===== src/rtl/pipe_stage_hs.sv =====
`default_nettype none
// ============================================================================
// Module   : pipe_stage_hs
// Purpose  : Generic inter-stage pipeline register with a valid/ready
//            handshake, synchronous flush and an optional 2-entry skid buffer.
//            The payload is split into a control field, zeroed whenever the
//            stage shows a bubble, and a data field, which simply holds.
// Revision : 1.0 - initial release
// ----------------------------------------------------------------------------
// Build option:
//   PIPE_STAGE_HS_SKID_EN  defined   -> main register M plus skid register S;
//                                       in_ready is a flop output (!S.valid).
//                          undefined -> single entry M; in_ready is
//                                       combinational from out_ready.
// ----------------------------------------------------------------------------
// Ports:
//   clock      in   1       rising-edge clock
//   reset      in   1       asynchronous active-low reset
//   flush      in   1       synchronous flush, discards all held entries
//   in_valid   in   1       upstream entry valid
//   in_ready   out  1       stage accepts an entry this cycle
//   in_ctrl    in   CTRL_W  upstream control field
//   in_data    in   DATA_W  upstream data field
//   out_valid  out  1       held entry valid
//   out_ready  in   1       downstream accepts the entry this cycle
//   out_ctrl   out  CTRL_W  control field, zero when out_valid=0
//   out_data   out  DATA_W  data field, holds last value when out_valid=0
//   occupancy  out  2       number of held entries
// ============================================================================
module pipe_stage_hs #(
    parameter int CTRL_W = 4,
    parameter int DATA_W = 101
) (
    input  logic              clock,
    input  logic              reset,
    input  logic              flush,
    input  logic              in_valid,
    output logic              in_ready,
    input  logic [CTRL_W-1:0] in_ctrl,
    input  logic [DATA_W-1:0] in_data,
    output logic              out_valid,
    input  logic              out_ready,
    output logic [CTRL_W-1:0] out_ctrl,
    output logic [DATA_W-1:0] out_data,
    output logic [1:0]        occupancy
);

    // Main register M: always the entry presented downstream.
    logic              m_valid_q, m_valid_d;
    logic [CTRL_W-1:0] m_ctrl_q,  m_ctrl_d;
    logic [DATA_W-1:0] m_data_q,  m_data_d;

    logic w_in_xfer;
    logic w_m_load;

    assign w_in_xfer = in_valid & in_ready;
    // M may take a new entry when it is empty or its entry leaves this cycle.
    assign w_m_load  = ~m_valid_q | out_ready;

`ifdef PIPE_STAGE_HS_SKID_EN
    // Skid register S catches the entry accepted while M is stalled, so that
    // in_ready can come straight from a flop.
    logic              s_valid_q, s_valid_d;
    logic [CTRL_W-1:0] s_ctrl_q,  s_ctrl_d;
    logic [DATA_W-1:0] s_data_q,  s_data_d;
    logic              in_ready_q, in_ready_d;

    // flush only gates the registered ready; out_ready never reaches in_ready.
    assign in_ready = in_ready_q & ~flush;

    always_comb begin
        m_valid_d = m_valid_q;
        m_ctrl_d  = m_ctrl_q;
        m_data_d  = m_data_q;
        s_valid_d = s_valid_q;
        s_ctrl_d  = s_ctrl_q;
        s_data_d  = s_data_q;
        if (flush) begin
            m_valid_d = 1'b0;
            s_valid_d = 1'b0;
        end else if (w_m_load) begin
            if (s_valid_q) begin
                // S is older than anything upstream; in_ready is low while
                // S is full, so no input can arrive in this cycle.
                m_valid_d = 1'b1;
                m_ctrl_d  = s_ctrl_q;
                m_data_d  = s_data_q;
                s_valid_d = 1'b0;
            end else if (w_in_xfer) begin
                m_valid_d = 1'b1;
                m_ctrl_d  = in_ctrl;
                m_data_d  = in_data;
            end else begin
                m_valid_d = 1'b0;
            end
        end else if (w_in_xfer) begin
            // M stalled: park the new entry in S.
            s_valid_d = 1'b1;
            s_ctrl_d  = in_ctrl;
            s_data_d  = in_data;
        end
        in_ready_d = ~s_valid_d;
    end

    always_ff @(posedge clock or negedge reset) begin
        if (!reset) begin
            s_valid_q  <= 1'b0;
            s_ctrl_q   <= '0;
            s_data_q   <= '0;
            in_ready_q <= 1'b0;
        end else begin
            s_valid_q  <= s_valid_d;
            s_ctrl_q   <= s_ctrl_d;
            s_data_q   <= s_data_d;
            in_ready_q <= in_ready_d;
        end
    end

    assign occupancy = {1'b0, m_valid_q} + {1'b0, s_valid_q};
`else
    assign in_ready = reset & ~flush & w_m_load;

    always_comb begin
        m_valid_d = m_valid_q;
        m_ctrl_d  = m_ctrl_q;
        m_data_d  = m_data_q;
        if (flush) begin
            m_valid_d = 1'b0;
        end else if (w_m_load) begin
            m_valid_d = w_in_xfer;
            if (w_in_xfer) begin
                m_ctrl_d = in_ctrl;
                m_data_d = in_data;
            end
        end
    end

    assign occupancy = {1'b0, m_valid_q};
`endif

    always_ff @(posedge clock or negedge reset) begin
        if (!reset) begin
            m_valid_q <= 1'b0;
            m_ctrl_q  <= '0;
            m_data_q  <= '0;
        end else begin
            m_valid_q <= m_valid_d;
            m_ctrl_q  <= m_ctrl_d;
            m_data_q  <= m_data_d;
        end
    end

    // Bubbles must never carry live write enables downstream.
    assign out_valid = m_valid_q;
    assign out_ctrl  = m_valid_q ? m_ctrl_q : '0;
    assign out_data  = m_data_q;

endmodule
`default_nettype wire


===== config.mk =====
export PLATFORM = sky130hd
export DESIGN_NAME = pipe_stage_hs
export DESIGN_NICKNAME = d
export VERILOG_FILES = /design/src/rtl/pipe_stage_hs.sv
export SDC_FILE = /design/constraint.sdc
export NUM_CORES = 1
export LEC_CHECK = 0
export CORE_UTILIZATION = 42
export CTS_CLUSTER_SIZE = 8
export DETAILED_ROUTE_END_ITERATION = 10
export PLACE_DENSITY_LB_ADDON = 0.15
export SLEW_MARGIN = 20
export SYNTH_ARGS = -nofsm -noshare
export SYNTH_HDL_FRONTEND = slang
export SYNTH_SLANG_ARGS = --single-unit

===== constraint.sdc =====
create_clock -name clock -period 4.25 [get_ports clock]
set_input_delay 0.85 -clock clock [delete_from_list [all_inputs] [get_ports clock]]
set_output_delay 0.85 -clock clock [all_outputs]
set_load 0.005 [all_outputs]

Yosys cells after proc, flatten, opt, wreduce, memory -nomap -nowiden
Cells that the tools add are included.
{"block": "word_totals", "reg_bits": 106, "inputBits": 110, "out_inout_bits": 109}
{"block": "classes", "muxes": 3, "bitwise": 6, "reduce_logical": 2}
{"operator": "4-bit 2-to-1 mux", "n": 1}
{"operator": "1-bit bitwise AND", "n": 3}
{"operator": "3-bit AND reduction", "n": 1}
{"operator": "1-bit 2-to-1 mux", "n": 2}
{"operator": "1-bit NOT", "n": 2}
{"operator": "2-bit nonzero test", "n": 1}
{"operator": "1-bit OR", "n": 1}

Depth between registers and ports, before layout
Gate-level depths: netlist of the first run.
{"block": "depth", "ltp_word": 6, "mapped_depth": 5, "mapped_depth_nobuf": 3}

Worst setup path before layout of the first run
Ideal clock, no wire load.
{"block": "synth_timing", "path_kind": "input to output", "start": "in out_ready", "end": "out in_ready", "arrival_time_ns": 1.211, "required_ns": 3.400, "slack_ns": 2.189, "cell_stages": 2, "path_buffers": 0, "path_cell_list": "nand2b_2 and3b_1"}
{"block": "synth_via", "elab_chain_len": 2}
{"item": "from (decl)", "line_no": "42", "text": "input logic out_ready,"}
{"item": "1-bit OR", "line_no": "58", "text": "assign w_m_load = ~m_valid_q | out_ready;"}
{"item": "1-bit bitwise AND", "line_no": "121", "text": "assign in_ready = reset & ~flush & w_m_load;"}
{"item": "to (decl)", "line_no": "38", "text": "output logic in_ready,"}
Every way passes these cells.

Worst setup path in the final report of the first run
Same ends and word-level chain as after synthesis.

==> results of run 1 <==
routing by layer:
| metal | vias up | global-route usage (%) | wire length (um) |
|---|---|---|---|
| met5 | - | 0 | 0 |
| met4 | 0 | 7.02 | 167 |
| met3 | 14 | 6.90 | 950 |
| met2 | 130 | 32.3 | 4870 |
| met1 | 1353 | 22.1 | 3690 |
| li1 | 1244 | - | - |
worst max-delay path, stage by stage:
cell and delay (ps):
clkdlybuf4s50_1 450, nand2b_2 150, and3b_1 160, clkdlybuf4s50_1 490
power groups by stage:
stage | clock network (mW) | logic, mW | registers, mW
after floorplan | 0 | 0.256 | 1.35
after global placement | 0 | 0.837 | 1.33
after detailed placement | 0 | 0.848 | 1.34
after CTS | 0.634 | 0.851 | 1.32
after global routing | 0.681 | 0.892 | 1.34
final | 0.610 | 0.836 | 1.32
worst max path at each step:
stage                         start  endpoint  slack (ps)
after CTS                 out_ready  in_ready        1300
after floorplan           out_ready  in_ready        2190
final                     out_ready  in_ready        1300
after global placement    out_ready  in_ready        1310
after global routing      out_ready  in_ready        1260
after detailed placement  out_ready  in_ready        1310
logic make-up (layout without fill, tap and decap cells):
group	Yosys count	count (layout)	share of synthesized area [%]
simple gates	7	7	1.60
mux	105	105	32.0
compound gates	1	1	0.120
other cells	1	1	0.0903
buf+inv	13	237	2.35
flops	106	106	63.9
metrics by stage:
step / setup WS [ps] / hold slack, ps / cell area [um2] / util (%) / cells
after global routing: 1260 / 527 / 6630 / 70.4 / 586
after CTS: 1300 / 511 / 6630 / 70.4 / 586
after floorplan: 2190 / 471 / 4150 / - / 233
after global placement: 1310 / 479 / 6430 / 68.3 / 570
final: 1300 / 508 / 6630 / 70.4 / 586
after detailed placement: 1310 / 488 / 6430 / 68.3 / 570
cell type report:
class                           instances  area [um2]
Sequential cell                       106        2650
Multi-Input combinational cell        114        1400
Clock buffer                           11         151
Timing Repair Buffer                  221        2210
Tap cell                              129         161
Fill cell                             661        2790
Clock inverter                          5        45.0
cells in the mapped netlist:
| cell type | number | area (um2) |
|---|---|---|
| nand4b_4 | 1 | 23.8 |
| dfrtp_1 | 106 | 2650 |
| conb_1 | 1 | 3.75 |
| buf_2 | 6 | 30.0 |
| and3b_1 | 1 | 8.76 |
| buf_6 | 4 | 45.0 |
| nand2b_2 | 1 | 8.76 |
| mux2_4 | 39 | 586 |
| buf_4 | 3 | 22.5 |
| and2_1 | 4 | 25.0 |
| o21ai_0 | 1 | 5.00 |
| mux2_2 | 66 | 743 |
flip-flops by register name, indices dropped and copies added, names as in the netlist:
| signal | count |
|---|---|
| out_valid | 1 |
| out_data | 101 |
| m_ctrl_q | 4 |
==> metrics.txt, run 1 <==
CP endpoint kind output pin; I/O Buffers 217; hold_buf cts 0; CTS buffer count 9; Setup Skew 12.2 ps; core footprint 9420 um2; # Post-CTS Setup Buffers 0; total power per unit cell area 417 nW/um2; Syn Nets 343; post-synthesis sequential area ratio 63.9%; DRC viols 0; Max VDD drop 251 uV; Setup CP Type in -> out; first-pass GRT wire length 14,600 um; post-cts sizing count 0; TritonCTS clock tree yes; Die X 101 um; Setup crit start kind primary input; clock root buffer clkbuf_8; Final Cycle Share 69.4%; gp weighted congestion 0.705; DPL Wire Length 7110 um; sw frac 24.4%; post-synth cell types 12; Design Power 2.76 mW; vias per cell 4.68; area growth from synthesis to layout 59.5%; GR Util All Layers 19.0%; vias 2,741; Hold Path Depth 1; Max-Cap Viols 0; synth warn 0; logic gate share of total power 30.3%; Worst EP required 3400 ps; Initial Util 44.1%; fmax 0.339 GHz; commonest cells after routing, fill and taps aside clkdlybuf4s50_1, dfrtp_1, mux2_2; CTS max path bufs 2; Avg Cell Area, Syn 17.8 um2; clock power share 22.1%; Final ANT Viol Nets 0; critical path fanouts, max 3; Reg power frac 47.7%; Int Pwr 2.09 mW; n_diodes 0; RR Endpoint out_data[50]; RSZ-0062 raised after global routing no; Pre-antenna DRT Iters 4; DRT Wirelength 9670 um; vias in the first global route 2,864; # rows 35; critical path arrival 2100 ps; die height 101 um; leak pwr 2.91 nW; largest net degree at the start of global routing 69; die area 10,300 um2; clk sinks 106; Final #Nets 562; fin crit period 2950 ps; Iteration-0 DRC Markers 60; WL per Instance 16.5 um; Mapped Cells 233; total grt overflow 0; initial antenna violation count 0; Boundary Pins 219; Max Slew Vio Count 0; worst reg2reg path depth 4; Final Hold Vio Count 0; fraction of layout cells with a size suffix above 1 28.0%; Slew @ Worst Pin 711 ps; hold_sp m_ctrl_q[0]; WHS Endpoint m_ctrl_q[0]; TNS Setup 0 ps; synthesized area 4150 um2; FF+latch count, synth 106; CTS H-Tree Depth 3; # setup viols final 0; Hold WC Path Type reg -> reg; Psw 0.676 mW; max_slew headroom 52.6%; worst skew pair latency 360 ps; outcome complete, no violations; reg2reg start out_valid; r2r setup slk 2510 ps; CTS clock-pin slew for the worst setup and hold paths 90 ps; most common cell after layout, fill and taps aside clkdlybuf4s50_1
No activity file was read; power rests on OpenSTA's default activity.
==> run 2, diff against run 1 <==
--- a/config.mk
+++ b/config.mk
@@ -5,7 +5,7 @@
 export SDC_FILE = /design/constraint.sdc
 export NUM_CORES = 1
 export LEC_CHECK = 0
-export CORE_UTILIZATION = 42
+export CORE_UTILIZATION = 36
 export CTS_CLUSTER_SIZE = 8
 export DETAILED_ROUTE_END_ITERATION = 10
 export PLACE_DENSITY_LB_ADDON = 0.15
==> constraint.sdc (replaced) <==
create_clock -name clock -period 2.6 [get_ports clock]
set_input_delay 0.52 -clock clock [delete_from_list [all_inputs] [get_ports clock]]
set_output_delay 0.52 -clock clock [all_outputs]
set_load 0.005 [all_outputs]
==> run 2 against run 1 <==
  * Register-to-register slack worse by 1600 ps
  * Critical path depth unchanged
  * Power up 72%
  * Critical path type unchanged
  * Largest cell class unchanged
  * Clock-buffer cell count unchanged
  * Setup slack worse by 1100 ps
  * Non-clock buffer count up 1
==> metrics.txt, run 2 (synthesis results as in run 1) <==
CTS H-Tree Depth 3 (unchanged); CP endpoint kind output pin; initial antenna violation count 0 (unchanged); Initial Util 37.7% (-6.5 points); CP delay by family, top buffers and inverters; # setup viols final 0 (unchanged); Max VDD drop 303 uV (+21%); fmax 0.413 GHz; RSZ-0062 raised after global routing no; total grt overflow 0 (unchanged); WHS Endpoint m_ctrl_q[1]; Final Core Density 61.0% (-9.4 points); hold_buf cts 1 (+1); Placed Cells 581 (+1.9%); outcome complete, no violations; Int Pwr 3.67 mW (+76%); Worst EP required 2080 ps (-1320 ps); clk sinks 106 (unchanged); Hold WC Path Type reg -> reg; commonest cells after routing, fill and taps aside clkdlybuf4s50_1, dfrtp_1, mux2_2; gp weighted congestion 0.711 (+0.87%); clock root buffer clkbuf_16; Psw 1.08 mW (+61%); leak pwr 2.94 nW (+1.3%); area growth from synthesis to layout 61.9%; critical path arrival 1900 ps (-200 ps); WL per Instance 15.8 um (-4.3%); Final Cycle Share 93.2%; max FFs per register 101 (unchanged); CP peak stage delay 530 ps (+40 ps); Setup crit start kind primary input; hold_sp m_ctrl_q[1]; max_slew headroom 53.4% (+0.76 points); critical path fanouts, max 7 (+4); Finished Layout Cells 598 (+2.0%); vias per cell 4.51 (-3.5%); Final ANT Viol Nets 0 (unchanged); Pre-antenna DRT Iters 2 (-2); CTS clock-pin slew for the worst setup and hold paths 60 ps (-30 ps); die height 109 um (+7.9%); PnR worst setup slack 177 ps (-1120 ps); TritonCTS clock tree yes; Final Hold Vio Count 0 (unchanged); vias 2,698 (-1.6%); worst-path cell chain dlygate4sd3_1 > buf_4 > and3b_1 > clkdlybuf4s50_1; # Post-CTS Setup Buffers 0 (unchanged); total power per unit cell area 707 nW/um2 (+70%); reg2reg start out_valid; largest net degree at the start of global routing 75 (+8.7%); logic gate share of total power 28.8% (-1.5 points); # rows 38 (+8.6%); RR Endpoint out_data[95]; worst reg2reg path depth 4 (unchanged); Setup CP Type in -> out; r2r setup slk 920 ps (-1590 ps); fin crit period 2420 ps; die area 12,000 um2 (+16%); worst skew pair latency 330 ps (-30 ps); Max Slew Vio Count 0 (unchanged); Worst path slowest cell dlygate4sd3_1; TNS Setup 0 ps (unchanged); clock power share 26.0% (+3.9 points); Reg power frac 45.2% (-2.5 points); most common cell after layout, fill and taps aside clkdlybuf4s50_1; Buf+Inv Stages, Crit Path 3 (+1); beginning of the critical path reset; Slew @ Worst Pin 699 ps (-11.4 ps); n_diodes 0 (unchanged); GR Util All Layers 15.7% (-3.3 points); CTS buffer count 9 (unchanged); I/O Buffers 217 (unchanged); DPL Wire Length 6890 um (-3.1%); Boundary Pins 219 (unchanged); Placement Setup Slack 325 ps (-983 ps); core footprint 11,000 um2 (+17%); Max-Cap Viols 0 (unchanged); Setup Skew 4.48 ps (-7.69 ps); fraction of layout cells with a size suffix above 1 27.7% (-0.28 points); CTS max path bufs 2 (unchanged); sw frac 22.8% (-1.6 points); first-pass GRT wire length 14,100 um (-3.3%); Hold Path Depth 1 (unchanged); post-cts sizing count 0 (unchanged); Iteration-0 DRC Markers 87 (+45%); vias in the first global route 2,823 (-1.4%); Die X 109 um (+7.9%); Final #Nets 563 (+0.18%); DRT Wirelength 9440 um (-2.4%); DRC viols 0 (unchanged)
run 2: worst max-delay path by stage:
stage                     depth (start not counted)  slack (ps)            to
after floorplan                                   5         990  out_data[54]
after global placement                            4         320      in_ready
after detailed placement                          4         330      in_ready
after CTS                                         4         170      in_ready
after global routing                              4         140      in_ready
final                                             4         180      in_ready
run 2: layout make-up:
type,instances,area (um2)
fillers,914,4300
clock inverters,5,30.0
multi-input cells,114,1400
well taps,140,175
flip-flops and latches,106,2650
repair buffers,222,2220
clock buffers,11,243
run 2: per-layer routing:
layer  vias to the layer above  track usage, %  part of all wire (%)
met2                       117            27.2                    50
li1                       1249               -                     -
met5                         -               0                     0
met4                         0            6.38                   1.5
met1                      1322            18.0                    40
met3                        10            4.92                   8.2
run 2: worst reg2reg max path, delay by kind of cell (launching register included):
family	cells	cell delay (ps)
flops	1	470
mux	1	490
simple gates	2	240
buf+inv	1	360
run 2: power by group through the flow:
stage | sequential (mW) | clock [mW] | combinational, mW
after floorplan | 2.20 | 0 | 0.418
after global placement | 2.17 | 0 | 1.37
after detailed placement | 2.18 | 0 | 1.39
after CTS | 2.15 | 1.28 | 1.39
after global routing | 2.19 | 1.35 | 1.47
final | 2.15 | 1.24 | 1.37
run 2: per-stage QoR:
stage | hold slack (ps) | area, um2 | power [mW]
after floorplan | 224 | 4150 | 2.62
after global placement | 359 | 6440 | 3.54
after detailed placement | 361 | 6440 | 3.57
after CTS | 504 | 6730 | 4.83
after global routing | 519 | 6730 | 5.01
final | 500 | 6730 | 4.76
==> run 3, diff against run 2 <==
--- a/config.mk
+++ b/config.mk
@@ -5,7 +5,7 @@
 export SDC_FILE = /design/constraint.sdc
 export NUM_CORES = 1
 export LEC_CHECK = 0
-export CORE_UTILIZATION = 36
+export CORE_UTILIZATION = 39
 export CTS_CLUSTER_SIZE = 8
 export DETAILED_ROUTE_END_ITERATION = 10
 export PLACE_DENSITY_LB_ADDON = 0.15
==> constraint.sdc (replaced) <==
create_clock -name clock -period 2.7 [get_ports clock]
set_input_delay 0.54 -clock clock [delete_from_list [all_inputs] [get_ports clock]]
set_output_delay 0.54 -clock clock [all_outputs]
set_load 0.005 [all_outputs]
==> run 3 against run 2 <==
  * Clock skew increased by 5.4 ps
  * Non-clock buffer count is 1 lower
  * Global-route usage rose by 2.1 points
  * Power decreased by 10%
  * Critical endpoint unchanged
  * Largest cell class unchanged
==> metrics.txt, run 3 (synthesis results as in run 1) <==
outcome complete, no violations; CTS buffer count 9 (unchanged); Hold WC Path Type in -> async; vias in the first global route 2,995 (+6.1%); max_slew headroom 46.1% (-7.3 points); Worst path slowest cell clkdlybuf4s50_1; Worst EP required 2160 ps (+80 ps); die area 11,100 um2 (-7.6%); n_diodes 0 (unchanged); Final Cycle Share 86.1%; DPL Wire Length 6770 um (-1.7%); largest net degree at the start of global routing 67 (-11%); Final Hold Vio Count 0 (unchanged); critical path arrival 1790 ps (-110 ps); commonest cells after routing, fill and taps aside clkdlybuf4s50_1, dfrtp_1, mux2_2; TritonCTS clock tree yes; # Post-CTS Setup Buffers 0 (unchanged); initial antenna violation count 0 (unchanged); # rows 37 (-2.6%); worst-path cell chain clkdlybuf4s50_1 > nand2b_2 > and3b_1 > clkdlybuf4s50_1; gp weighted congestion 0.705 (-0.80%); Slew @ Worst Pin 808 ps (+109 ps); Die X 105 um (-3.9%); vias 2,716 (+0.67%); worst skew pair latency 360 ps (+30 ps); Boundary Pins 219 (unchanged); Setup Skew 9.85 ps (+5.36 ps); # setup viols final 0 (unchanged); post-cts sizing count 0 (unchanged); GR Util All Layers 17.8% (+2.1 points); CP endpoint kind output pin; Final ANT Viol Nets 0 (unchanged); most frequent cell on the critical path clkdlybuf4s50_1; total grt overflow 0 (unchanged); WL per Instance 15.7 um (-0.37%); Final #Nets 562 (-0.18%); CTS max path bufs 2 (unchanged); Max VDD drop 340 uV (+12%); Setup crit start kind primary input; RSZ-0062 raised after global routing no; I/O Buffers 217 (unchanged); clk sinks 106 (unchanged); core footprint 10,300 um2 (-6.4%); Iteration-0 DRC Markers 66 (-24%); most common cell after layout, fill and taps aside clkdlybuf4s50_1; Pre-antenna DRT Iters 4 (+2); fin crit period 2330 ps; Max Slew Vio Count 0 (unchanged); hold_buf cts 0 (-1); Max-Cap Viols 0 (unchanged); total power per unit cell area 643 nW/um2 (-9.0%); CTS clock-pin slew for the worst setup and hold paths 100 ps (+40 ps); critical path fanouts, max 3 (-4); max FFs per register 101 (unchanged); Initial Util 40.2% (+2.6 points); TNS Setup 0 ps (unchanged); vias per cell 4.58 (+1.5%); CTS H-Tree Depth 3 (unchanged); CP peak stage delay 500 ps (-30 ps); Setup CP Type in -> out; die height 105 um (-3.9%); fmax 0.430 GHz; DRT Wirelength 9330 um (-1.2%); area growth from synthesis to layout 59.4%; fraction of layout cells with a size suffix above 1 27.6% (-0.16 points); DRC viols 0 (unchanged); leak pwr 2.90 nW (-1.5%); clock root buffer clkbuf_8; first-pass GRT wire length 15,300 um (+8.6%); Design Power 4.26 mW (-10%)
-- run 3: cell count changes in the layout (fill, tap and decap cells not counted) --
| cell | before | now |
|---|---|---|
| dlygate4sd3_1 | 1 | 0 |
| clkinv_2 | 3 | 1 |
| clkinvlp_4 | 2 | 1 |
| clkbuf_1 | 1 | 2 |
| clkbuf_8 | 1 | 9 |
| inv_6 | 0 | 2 |
| clkinv_4 | 0 | 1 |
| buf_4 | 4 | 3 |
| buf_12 | 1 | 2 |
| clkbuf_16 | 9 | 0 |
-- run 3: path summary, 6_finish.rpt --
path / slack [ps] / startpoint / to / depth (start not counted)
max: 370 / out_ready / in_ready / 4
max reg2reg: 1120 / out_valid / out_data[15] / 4
min in group clock: 510 / m_ctrl_q[3] / m_ctrl_q[3] / 1
min: 300 / reset / out_data[64] / 2
min reg2reg: 510 / m_ctrl_q[3] / m_ctrl_q[3] / 1
max in group asynchronous: 1750 / reset / out_data[9] / 2
-- run 3: area by class of cell --
type	count	area, um2
clock buffer	11	131
clock inverter	5	38.8
sequential	106	2650
multi-input combinational	114	1400
tap	136	170
fill	767	3700
timing repair buffer	221	2220
-- run 3: stage by stage --
stage          instance area [um2]  std cells  worst slack, ps  utilization [%]  hold WS (ps)
2_1_floorplan                 4150        233             1070                -           244
3_3_place_gp                  6450        577              376             62.5           479
3_5_place_dp                  6450        577              360             62.5           490
4_1_cts                       6620        593              360             64.1           308
5_1_grt                       6620        593              313             64.1           334
6_report                      6620        593              375             64.1           304
-- run 3: routing by layer --
metal,GRT usage [%],wire [um],part of all wire [%],vias up
met5,0,0,0,-
met4,6.54,193,2.1,0
met3,4.80,623,6.7,13
met2,30.1,4680,50,109
met1,21.8,3830,41,1351
li1,-,-,-,1243
-- run 3: worst max-delay path: cells and delay by family --
kind	cells	cell delay [ps]
buf+inv	2	950
simple gates	2	300
-- run 3: where the power goes --
group,leakage [nW],switching [mW],internal [mW],total (mW)
Combinational,1.56,0.336,0.979,1.31
Clock,0.0843,0.530,0.344,0.874
Sequential,1.26,0.164,1.91,2.07
Total,2.90,1.03,3.23,4.26
